File: config.mk
export PLATFORM = sky130hd
export DESIGN_NAME = axis_counter_checker_s00_axis
export DESIGN_NICKNAME = d
export VERILOG_FILES = /design/src/rtl/axis_counter_pkg.sv /design/src/rtl/axis_ready_pattern_gen.sv /design/src/rtl/axis_counter_checker_s00_axis.sv
export SDC_FILE = /design/constraint.sdc
export NUM_CORES = 1
export LEC_CHECK = 0
export ABC_AREA = 1
export CAP_MARGIN = 0
export CORE_MARGIN = 2
export CORE_UTILIZATION = 56
export CTS_CLUSTER_SIZE = 30
export DETAILED_ROUTE_END_ITERATION = 10
export PLACE_DENSITY = 0.78
export SLEW_MARGIN = 20
export SYNTH_ARGS = -nofsm -noshare
export SYNTH_HDL_FRONTEND = slang
export SYNTH_SLANG_ARGS = --single-unit
export TNS_END_PERCENT = 100
File: constraint.sdc
create_clock -name S_AXIS_ACLK -period 7.5 [get_ports S_AXIS_ACLK]
set_input_delay 1.5 -clock S_AXIS_ACLK [delete_from_list [all_inputs] [get_ports S_AXIS_ACLK]]
set_output_delay 1.5 -clock S_AXIS_ACLK [all_outputs]
set_load 0.005 [all_outputs]
File: src/rtl/axis_counter_pkg.sv
// rtl/axis_counter_pkg.sv - shared types and packet-boundary rule for the counter stream
`timescale 1ns/1ps
package axis_counter_pkg;

  typedef enum logic {
    SYNC  = 1'b0,
    TRACK = 1'b1
  } chk_state_t;

  localparam logic [3:0] TLAST_NIBBLE_MASK = 4'hF;
  localparam logic [3:0] TLAST_NIBBLE_VAL  = 4'h8;

  // A beat closes a packet when the low data nibble carries the marker value.
  function automatic logic nibble_marks_last(input logic [3:0] nib);
    return (nib & TLAST_NIBBLE_MASK) == TLAST_NIBBLE_VAL;
  endfunction

endpackage

File: src/rtl/axis_ready_pattern_gen.sv
// rtl/axis_ready_pattern_gen.sv - rotating duty mask producing a registered TREADY
`timescale 1ns/1ps
module axis_ready_pattern_gen #(
  parameter logic [7:0] C_READY_PATTERN = 8'hFF
) (
  input  logic clk,
  input  logic rst,
  input  logic enable,
  output logic tready
);

  logic [7:0] pat;

  // Ready is mask bit 0 registered; the mask rotates right only while enabled.
  always_ff @(posedge clk or posedge rst) begin
    if (rst) begin
      pat    <= C_READY_PATTERN;
      tready <= 1'b0;
    end else begin
      tready <= enable & pat[0];
      if (enable) begin
        pat <= {pat[0], pat[7:1]};
      end
    end
  end

endmodule

File: src/rtl/axis_counter_checker_s00_axis.sv
// rtl/axis_counter_checker_s00_axis.sv - AXIS sink checking the incrementing counter stream
`timescale 1ns/1ps
module axis_counter_checker_s00_axis
  import axis_counter_pkg::*;
#(
  parameter int         C_S_AXIS_TDATA_WIDTH = 32,
  parameter logic [7:0] C_READY_PATTERN      = 8'hFF,
  parameter int         C_ERR_CNT_WIDTH      = 16
) (
  input  logic                                S_AXIS_ACLK,
  input  logic                                S_AXIS_ARESET,
  input  logic                                S_AXIS_TVALID,
  input  logic [C_S_AXIS_TDATA_WIDTH-1:0]     S_AXIS_TDATA,
  input  logic [(C_S_AXIS_TDATA_WIDTH/8)-1:0] S_AXIS_TSTRB,
  input  logic                                S_AXIS_TLAST,
  output logic                                S_AXIS_TREADY,
  input  logic                                chk_enable,
  input  logic                                chk_clear,
  output logic                                locked,
  output logic [31:0]                         beat_count,
  output logic [31:0]                         pkt_count,
  output logic [C_ERR_CNT_WIDTH-1:0]          seq_err_count,
  output logic [C_ERR_CNT_WIDTH-1:0]          last_err_count,
  output logic [C_ERR_CNT_WIDTH-1:0]          strb_err_count,
  output logic                                proto_err
);

  localparam int                         W       = C_S_AXIS_TDATA_WIDTH;
  localparam int                         E       = C_ERR_CNT_WIDTH;
  localparam logic [W-1:0]               DATA_ONE = W'(1);
  localparam logic [E-1:0]               ERR_ONE  = E'(1);
  localparam logic [E-1:0]               ERR_MAX  = '1;

  chk_state_t   state;
  chk_state_t   state_next;
  logic [W-1:0] expected;
  logic [W-1:0] expected_next;
  logic         beat;
  logic         seq_err;
  logic         last_err;
  logic         strb_err;
  logic         cap_valid;
  logic [W-1:0] cap_data;
  logic         cap_last;
  logic         proto_viol;

  axis_ready_pattern_gen #(
    .C_READY_PATTERN (C_READY_PATTERN)
  ) u_ready_gen (
    .clk    (S_AXIS_ACLK),
    .rst    (S_AXIS_ARESET),
    .enable (chk_enable),
    .tready (S_AXIS_TREADY)
  );

  // A clear in the same cycle swallows the beat: it is neither counted nor checked.
  assign beat     = S_AXIS_TVALID & S_AXIS_TREADY & ~chk_clear;
  assign last_err = beat & (S_AXIS_TLAST != nibble_marks_last(S_AXIS_TDATA[3:0]));
  assign strb_err = beat & ~(&S_AXIS_TSTRB);
  assign locked   = (state == TRACK);

  // Sequence tracker state register.
  always_ff @(posedge S_AXIS_ACLK or posedge S_AXIS_ARESET) begin
    if (S_AXIS_ARESET) begin
      state    <= SYNC;
      expected <= '0;
    end else begin
      state    <= state_next;
      expected <= expected_next;
    end
  end

  // Next expected value always follows the accepted data, so a mismatch resyncs for free.
  always_comb begin
    state_next    = state;
    expected_next = expected;
    seq_err       = 1'b0;
    if (chk_clear) begin
      state_next = SYNC;
    end else if (beat) begin
      expected_next = S_AXIS_TDATA + DATA_ONE;
      case (state)
        SYNC:  state_next = TRACK;
        TRACK: seq_err    = (S_AXIS_TDATA != expected);
      endcase
    end
  end

  // Beat and packet counters wrap; error counters saturate at all ones.
  always_ff @(posedge S_AXIS_ACLK or posedge S_AXIS_ARESET) begin
    if (S_AXIS_ARESET) begin
      beat_count     <= '0;
      pkt_count      <= '0;
      seq_err_count  <= '0;
      last_err_count <= '0;
      strb_err_count <= '0;
    end else if (chk_clear) begin
      beat_count     <= '0;
      pkt_count      <= '0;
      seq_err_count  <= '0;
      last_err_count <= '0;
      strb_err_count <= '0;
    end else begin
      if (beat) begin
        beat_count <= beat_count + 32'd1;
      end
      if (beat && S_AXIS_TLAST) begin
        pkt_count <= pkt_count + 32'd1;
      end
      if (seq_err && (seq_err_count != ERR_MAX)) begin
        seq_err_count <= seq_err_count + ERR_ONE;
      end
      if (last_err && (last_err_count != ERR_MAX)) begin
        last_err_count <= last_err_count + ERR_ONE;
      end
      if (strb_err && (strb_err_count != ERR_MAX)) begin
        strb_err_count <= strb_err_count + ERR_ONE;
      end
    end
  end

  // A stalled beat must be presented unchanged on the following clock.
  assign proto_viol = cap_valid &
                      (~S_AXIS_TVALID | (S_AXIS_TDATA != cap_data) | (S_AXIS_TLAST != cap_last));

  // Stall capture and sticky stability flag.
  always_ff @(posedge S_AXIS_ACLK or posedge S_AXIS_ARESET) begin
    if (S_AXIS_ARESET) begin
      cap_valid <= 1'b0;
      cap_data  <= '0;
      cap_last  <= 1'b0;
      proto_err <= 1'b0;
    end else if (chk_clear) begin
      cap_valid <= 1'b0;
      proto_err <= 1'b0;
    end else begin
      if (proto_viol) begin
        proto_err <= 1'b1;
      end
      cap_valid <= S_AXIS_TVALID & ~S_AXIS_TREADY;
      cap_data  <= S_AXIS_TDATA;
      cap_last  <= S_AXIS_TLAST;
    end
  end

endmodule
Yosys cells after proc, flatten, opt, wreduce, memory -nomap -nowiden --
Index checks and enable logic that the tools add are counted.
Cells by class: mux-type cells 18, reduce and logical (&&, ||, !) cells 12, shift operators 0, bitwise gates (word level) 13, eq/ne operators 8, $add $sub $neg 6, $mul 0, div/mod/pow operators 0, $lt $le $gt $ge 0
Operators by type and width (number):
- 32-bit two-way mux | 4
- 32-bit by 1-bit adder with 32-bit output, second input constant | 3
- 16-bit two-way mux | 6
- 32-bit != test | 2
- 16-bit by 1-bit adder with 16-bit output, second input constant | 3
- 16-bit != test, second input constant | 3
- 2-bit nonzero test | 6
- 1-bit two-way mux | 8
- 1-bit AND | 7
- 4-bit equality test, second input constant | 1
- 1-bit logical AND | 4
- 1-bit NOT | 4
- 4-bit AND reduction | 1
- 1-bit != test | 2
- 1-bit bitwise OR | 2
- 2-bit AND reduction | 1
Storage, ports and cells: bits in latches 0, bits in registers 189, output and inout bits 115, RAM bits 0, input port bits 42, memories kept 0, logic and storage cells 70, ROM bits 0

Depth between registers and ports, before layout --
Gate-level depths: netlist of the first run.
depth after elaboration 7, gate-level depth with buffers 13

By module --
Synthesis of the first run repeated with hierarchy kept, for this count alone.
Unflattened totals: cell total of the unflattened synthesis 1629, area total of the unflattened synthesis 11777.5 µm²
Modules (own cells, without submodules):
- axis_counter_checker_s00_axis | cells an instance 1592, instances 1, sequential area each 4504.3 µm², area each 11429.7 µm²
- axis_ready_pattern_gen | cells an instance 37, instances 1, sequential area each 235.2 µm², area each 347.8 µm²

Worst setup path before layout of the first run --
Ideal clock, no wire load.
kind input to register, start point input port S_AXIS_TDATA[3], end point register expected[24], data required time 7383 ps, data arrival time 2646 ps, path slack 4737 ps, stages on the path 10, buffers on the path 1, cells stage by stage buf_2 > nand3_2 > nor2_4 > nand3_1 > nor2b_1 > nand2_1 > o21ai_0 > nand2_1 > nand2_1 > nand2_1
On the way: cells in the longest elaborated chain, start to end 1
RTL lines:
- start, declared | line axis_counter_checker_s00_axis.sv:13 | input logic [C_S_AXIS_TDATA_WIDTH-1:0] S_AXIS_TDATA,
- 32-bit by 1-bit adder with 32-bit output | line axis_counter_checker_s00_axis.sv:81 | expected_next = S_AXIS_TDATA + DATA_ONE;
- end signal, assigned | line axis_counter_checker_s00_axis.sv:69 | expected <= expected_next;
- end, declared | line axis_counter_checker_s00_axis.sv:36 | logic [W-1:0] expected;
Every way passes these cells. A chain may end at the register's enable or synchronous reset.

Worst setup path in the final report of the first run --
start point input port S_AXIS_TVALID, end point register last_err_count[3]
On the way: cells in the longest elaborated chain, start to end 5
RTL lines:
- start, declared | line axis_counter_checker_s00_axis.sv:12 | input logic S_AXIS_TVALID,
- 1-bit AND (2 in series) | line axis_counter_checker_s00_axis.sv:57 | assign beat = S_AXIS_TVALID & S_AXIS_TREADY & ~chk_clear;
- 1-bit AND | line axis_counter_checker_s00_axis.sv:58 | assign last_err = beat & (S_AXIS_TLAST != nibble_marks_last(S_AXIS_TDATA[3:0]));
- 1-bit logical AND | line axis_counter_checker_s00_axis.sv:113 | if (last_err && (last_err_count != ERR_MAX)) begin
- 2-bit nonzero test (no source line)
- end signal, assigned | line axis_counter_checker_s00_axis.sv:114 | last_err_count <= last_err_count + ERR_ONE;
- end, declared | line axis_counter_checker_s00_axis.sv:23 | output logic [C_ERR_CNT_WIDTH-1:0] last_err_count,
Every way passes these cells.

==> impl_metrics.toml, run 1 <==
[power_and_ir_drop]
power.ir.vdd_worst_uv = 160.7
clock_power_share = 0.389
p_comb_frac = 0.124
intPower_uw = 1683
power.static_leakage_uw = 0.006289
netSwitchingFraction = 0.2840
finalPower_uw = 2351
pwr-share-seq = 0.487
power_density_mw_per_mm2 = 169.6
power.net_switching_uw = 667.7

[yosys]
synth_compound_gate_area_share = 0.08820
mappedNetlistArea_sq_mm = 0.01155
synth_enable_flop_cells = 0
ys_seq_area_frac = 0.4104
syn_avg_cell_area_sq_um = 7.080
postSynthCellCount = 1631
yosys.area_share.simple = 0.3423
synth_top_family_by_area = "simple AND/OR/NAND/NOR gates"
synth.area.mux_share = 0
synth-main-ff-cell = "sky130_fd_sc_hd__dfrtp_1"
synth_fp_nets = 1680
arithmetic_cell_share_of_the_synthesized_area_counting_full_adders_half_adders_and_majority_gates = 0.007585
synthXorXnorAreaFrac = 0.05840
synth-warning-count = 0
synthArstFlopShare = 1.000
netlist-cell-type-count = 45
ys_seq_elements = 189

[global_route]
groute.usage.overall = 0.2856
grt_start_max_net_pins = 122
grt_antenna_before_repair = 1
grt_pass1_vias = 10335
grt_first_pass_wirelength_um = 50800
grt_overflow = 0

[clock_tree]
clock_latency_ns = 0.44
clock_tree.buffer_depth = 2
post_cts_hold_buffer_count = 0
cts_root_buffer = "sky130_fd_sc_hd__clkbuf_16"
numClockSinks = 189
htreeDepth = 4
cts.clk_slew.worst_paths_ns = 0.08
tritoncts = "done"
cts_repair_resize_count = 0
post_cts.repair.setup_buffers = 0
tritoncts.num_buffers = 17

[sta]
setup_repair_after_global_routing_missed_its_margin = "false"
clock_skew_ns = 0.01280
finalWorstPathRequiredPeriod_ns = 4.159
hold_viol_final = 0
timing.final.crit_share = 0.5546
transition_time_at_the_pin_with_the_least_slew_margin_ns = 0.9878
max_clock_freq_mhz = 240.4
final-max-slew-violation-count = 0
finalSetupViolations = 0
setup_total_negative_slack_ns = 0
max-slew-margin-rel = 0.3415
fin_hold_ws_ns = 0.4724

[layout]
regArea_sq_mm = 0.004740
multi_input_area_sq_mm = 0.005733
final_layout_size_suffix_gt1_frac = 0.04666
final_cell_mix = "461 x sky130_fd_sc_hd__nand2_1, 229 x sky130_fd_sc_hd__inv_1, 181 x sky130_fd_sc_hd__dfrtp_1"
finish.net_count = 1815
fillCellCount = 1770
area_growth_pct = 20.06
mostFrequentLayoutCell = "sky130_fd_sc_hd__nand2_1"

[drt]
dr.pass1.iters = 6
drtIter0Drc = 776
routed_wirelength_um = 30050
routedWlPerCell_um = 14.66
via_per_inst = 5.426
drc = 0
vias = 11123
ant_nets = 0

[min_path]
hp-class = "reg -> reg"

[floorplanning]
die_height_um = 147.6
die_area_sq_mm = 0.02178
floorplan.core_area_sq_mm = 0.02023
die_w_um = 147.6
initial_cell_density_of_the_core = 0.5707
io-pin-count = 157
rows = 52

[critical_path]
timing.critical_path.required_ns = 7.87
worst_ep_arrival_time_ns = 4.53
worstPathMaxFanout = 35
start_kind = "input port"
cp-end-kind = "register"
critical_path_class = "in -> reg"

[placement]
dp.final_hpwl_um = 21530
port_buffers = 156
place.gp.congestion = 0.8793

[job]
maxcap_viol_count = 0

[outcome]
status = "completed"
## power by group through the flow
stage	clock network [uW]	logic, uW	registers [uW]
2_1_floorplan	0	208	1150
3_3_place_gp	0	283	1160
3_5_place_dp	0	291	1160
4_1_cts	922	293	1140
5_1_grt	968	336	1150
6_report	914	292	1150
## Yosys cell counts, types with 4 or more instances
master,n,share of area
sky130_fd_sc_hd__ha_1,7,0.0076
sky130_fd_sc_hd__clkbuf_1,24,0.0078
sky130_fd_sc_hd__inv_1,230,0.075
sky130_fd_sc_hd__inv_2,5,0.0016
sky130_fd_sc_hd__dfrtp_1,181,0.39
sky130_fd_sc_hd__a21oi_1,30,0.013
sky130_fd_sc_hd__buf_2,10,0.0043
sky130_fd_sc_hd__nor4_1,5,0.0027
sky130_fd_sc_hd__nor3_1,69,0.030
sky130_fd_sc_hd__xor2_1,47,0.036
sky130_fd_sc_hd__dfstp_2,8,0.018
sky130_fd_sc_hd__xnor2_1,30,0.023
sky130_fd_sc_hd__nor2_4,4,0.0039
sky130_fd_sc_hd__o21ai_2,7,0.0053
sky130_fd_sc_hd__nor2_1,145,0.047
sky130_fd_sc_hd__buf_1,5,0.0016
sky130_fd_sc_hd__nand4_1,72,0.039
sky130_fd_sc_hd__nor2_2,5,0.0027
sky130_fd_sc_hd__o21ai_0,118,0.051
sky130_fd_sc_hd__a31oi_1,7,0.0038
sky130_fd_sc_hd__o31ai_1,9,0.0059
sky130_fd_sc_hd__and3_1,6,0.0033
sky130_fd_sc_hd__nand2_1,461,0.15
sky130_fd_sc_hd__nand3_1,109,0.047
## kinds of logic (layout without fill, tap and decap cells)
family,Yosys count,after routing
and+or+nand+nor,897,897
buffers and inverters,278,426
DFF,189,189
AOI/OAI and AO/OA,183,183
xor gates and xnor gates,77,77
adders and majority gates,7,7
other,0,1
## critical path, stage by stage
cell and delay, ns:
sky130_fd_sc_hd__clkdlybuf4s50_1 0.49, sky130_fd_sc_hd__nand2_2 0.19, sky130_fd_sc_hd__nor2_4 0.69, sky130_fd_sc_hd__nand3_1 0.24
sky130_fd_sc_hd__nor2_1 0.76, sky130_fd_sc_hd__inv_1 0.24, sky130_fd_sc_hd__o21ai_0 0.21, sky130_fd_sc_hd__nand2_1 0.07
sky130_fd_sc_hd__nor2_1 0.12
## routing by layer
layer,GRT usage,routed length [um]
met4,0.09231,683
met2,0.4565,14040
met5,0,0
met1,0.4005,13490
met3,0.04599,1836
## state kept, by name, indices dropped and copies added, names as in the netlist
signal,count
locked,1
u_ready_gen.tready,1
beat_count,32
cap_data,32
expected,32
u_ready_gen.pat,8
strb_err_count,16
pkt_count,32
cap_last,1
last_err_count,16
cap_valid,1
seq_err_count,16
proto_err,1
## cell type report
type / instances / share of cell area
diodes: 1 / 0.0001805
clock buffers: 17 / 0.03069
clock inverters: 15 / 0.01110
inverters: 235 / 0.06417
multi-input cells: 1164 / 0.4135
flip-flops and latches: 189 / 0.3419
well taps: 270 / 0.02437
repair buffers: 159 / 0.1141
## metrics by stage
step                      worst slack (ns)    util  std cells  cell area (sq um)
after global placement               3.035  0.6564       2017              13280
after global routing                 3.076  0.6850       2049              13860
after detailed placement             2.917  0.6564       2017              13280
after floorplan                     0.8711       -       1631              11550
after CTS                            3.357  0.6850       2049              13860
final                                3.341  0.6851       2050              13860
## path summary, 6_finish.rpt
kind / from / end / slack [ns] / cells after the start
min: u_ready_gen.pat[1]$_DFFE_PP1P_ / u_ready_gen.pat[0]$_DFFE_PP1P_ / 0.47 / 2
min in group asynchronous: S_AXIS_ARESET / beat_count[10]$_DFFE_PP0P_ / 1.64 / 2
min reg2reg: u_ready_gen.pat[1]$_DFFE_PP1P_ / u_ready_gen.pat[0]$_DFFE_PP1P_ / 0.47 / 2
max reg2reg: u_ready_gen.tready$_DFF_PP0_ / last_err_count[3]$_DFFE_PP0P_ / 4.50 / 8
max: S_AXIS_TVALID / last_err_count[3]$_DFFE_PP0P_ / 3.34 / 9
max in group asynchronous: S_AXIS_ARESET / locked$_DFFE_PP0P_ / 4.38 / 3
Power figures use the tool's default switching activity.
==> run 2: changes to the inputs <==
- clock period: 7.5 -> 4.4 ns (I/O delays scaled with it)
==> run 2 against run 1 <==
Design area up 0.65%; clock skew hardly changed; first-iteration DRC count rose by 2.2%; register-to-register slack got worse by 2.5 ns; worst hold slack better by 0.0041 ns; sequential share of layout area is 0.22 points lower; largest power group unchanged; sequential power increased by 70%; routed wire length about the same; clock power up 75%; global-route usage shrank 0.13 points; critical path depth rose by 1; critical endpoint is now last_err_count[14]$_DFFE_PP0P_.
==> impl_metrics.toml, run 2 (synthesis results as in run 1) <==
[critical_path]
worst_ep_arrival_time_ns = 3.14
rrSetupSlack_ns = 2.00
start_kind = "input port"
timing.critical_path.slowest_cell_delay_ns = 0.50
cp_cell_instances = "clkdlybuf4s50_1, nand2_2, nor2_4, buf_4, nand3_1, nor2_1, buf_4, nor2_2, inv_1, o21ai_0"
timing.critical_path.required_ns = 4.70
timing.critical_path.buf_inv = 4
worstReg2RegStart = "strb_err_count[0]$_DFFE_PP0P_"
cp-end-kind = "register"
critical_path_capture_point = "last_err_count[14]$_DFFE_PP0P_"
total_stage_count_of_the_critical_path = 10
critPathTopFamily = "buffers and inverters"
worst_r2r_end = "strb_err_count[4]$_DFFE_PP0P_"
critical_path_class = "in -> reg"
path_common_cell = "sky130_fd_sc_hd__buf_4"
worst_path_max_delay_cell = "sky130_fd_sc_hd__clkdlybuf4s50_1"
setup.worst_path.start = "S_AXIS_TVALID"
worstPathMaxFanout = 32
worst-r2r-cell-count = 9

[drt]
drc = 0
via_per_inst = 5.455
vias = 11215
routedWlPerCell_um = 14.61
dr.pass1.iters = 5
ant_nets = 0
drtIter0Drc = 793
routed_wirelength_um = 30040

[sta]
clock_skew_ns = 0.01258
timing.final.crit_share = 0.6454
max-slew-margin-rel = 0.3399
transition_time_at_the_pin_with_the_least_slew_margin_ns = 0.9902
max_clock_freq_mhz = 352.2
hold_viol_final = 0
final-max-slew-violation-count = 0
setup_total_negative_slack_ns = 0
finalSetupViolations = 0
setup_repair_after_global_routing_missed_its_margin = "false"
finalWorstPathRequiredPeriod_ns = 2.840

[clock_tree]
clock_tree.buffer_depth = 2
htreeDepth = 4
tritoncts = "done"
tritoncts.num_buffers = 17
clock_latency_ns = 0.44
cts_root_buffer = "sky130_fd_sc_hd__clkbuf_16"
cts_repair_resize_count = 0
post_cts.repair.setup_buffers = 0
cts.clk_slew.worst_paths_ns = 0.07
post_cts_hold_buffer_count = 0
numClockSinks = 189

[floorplanning]
io-pin-count = 157
floorplan.core_area_sq_mm = 0.02023
die_area_sq_mm = 0.02178
rows = 52
die_height_um = 147.6
initial_cell_density_of_the_core = 0.5707
die_w_um = 147.6

[min_path]
hp-class = "reg -> reg"
holdCritStartpoint = "u_ready_gen.pat[7]$_DFFE_PP1P_"

[layout]
mostFrequentLayoutCell = "sky130_fd_sc_hd__nand2_1"
fillCellCount = 1756
finish.net_count = 1821
area_growth_pct = 20.84
final_layout_size_suffix_gt1_frac = 0.04986
final_cell_mix = "461 x sky130_fd_sc_hd__nand2_1, 229 x sky130_fd_sc_hd__inv_1, 181 x sky130_fd_sc_hd__dfrtp_1"

[power_and_ir_drop]
finalPower_uw = 4055
power.ir.vdd_worst_uv = 272.4
power.net_switching_uw = 1125
power.static_leakage_uw = 0.006335
intPower_uw = 2930
p_comb_frac = 0.124
netSwitchingFraction = 0.2775
power_density_mw_per_mm2 = 290.6
clock_power_share = 0.394
pwr-share-seq = 0.481

[global_route]
grt_start_max_net_pins = 94
grt_first_pass_wirelength_um = 50620
grt_pass1_vias = 10441
grt_antenna_before_repair = 1
grt_overflow = 0
groute.usage.overall = 0.2843

[outcome]
status = "completed"

[job]
maxcap_viol_count = 0

[placement]
place.gp.congestion = 0.8823
port_buffers = 156
dp.final_hpwl_um = 21850
run 2: changes by cell type in the layout (fill, tap and decap cells not counted), sizes merged:
cell,delta
buf,+6
inv,-2
bufinv,+1
clkinv,+1
run 2: power groups by stage:
stage | Clock, uW | Combinational [uW] | Sequential, uW
2_1_floorplan | 0 | 355 | 1960
3_3_place_gp | 0 | 489 | 1980
3_5_place_dp | 0 | 502 | 1980
4_1_cts | 1620 | 507 | 1950
5_1_grt | 1700 | 575 | 1970
6_report | 1600 | 504 | 1950
run 2: stage by stage:
step | cell area [sq um] | hold slack, ns | setup slack, ns | utilization | instances
6_report | 13950 | 0.4765 | 1.560 | 0.6896 | 2056
4_1_cts | 13950 | 0.4797 | 1.572 | 0.6895 | 2055
3_3_place_gp | 13350 | 0.4607 | 1.191 | 0.6597 | 2023
2_1_floorplan | 11550 | 0.4458 | 1.092 | - | 1631
5_1_grt | 13950 | 0.4962 | 1.363 | 0.6895 | 2055
3_5_place_dp | 13350 | 0.4649 | 1.122 | 0.6597 | 2023
run 2: layout make-up:
type	instances	area (sq um)	area share
multi-input cells	1164	5733	0.4109
flip-flops and latches	189	4740	0.3397
repair buffers	165	1652	0.1184
inverters	235	885.9	0.06349
clock buffers	17	425.4	0.03049
well taps	270	337.8	0.02421
clock inverters	15	177.7	0.01273
diodes	1	2.502	0.0001793
run 2: worst min path at each step:
stage	end	slack [ns]	cells after the start
after global routing	u_ready_gen.pat[2]$_DFFE_PP1P_	0.50	2
after detailed placement	u_ready_gen.pat[6]$_DFFE_PP1P_	0.46	2
after CTS	u_ready_gen.pat[6]$_DFFE_PP1P_	0.48	2
after floorplan	u_ready_gen.pat[0]$_DFFE_PP1P_	0.45	2
after global placement	u_ready_gen.pat[0]$_DFFE_PP1P_	0.46	2
final	u_ready_gen.pat[6]$_DFFE_PP1P_	0.48	2
run 2: routing by layer:
| metal | GRT usage | wire length (um) |
|---|---|---|
| met5 | 0 | 0 |
| met1 | 0.3919 | 13170 |
| met4 | 0.09183 | 684 |
| met3 | 0.04907 | 2109 |
| met2 | 0.4598 | 14070 |
run 2: tightest hold or removal path: stages (launching register included):
cell                      delay (ns)
sky130_fd_sc_hd__dfstp_2        0.36
sky130_fd_sc_hd__inv_1          0.05
sky130_fd_sc_hd__a21oi_1        0.06
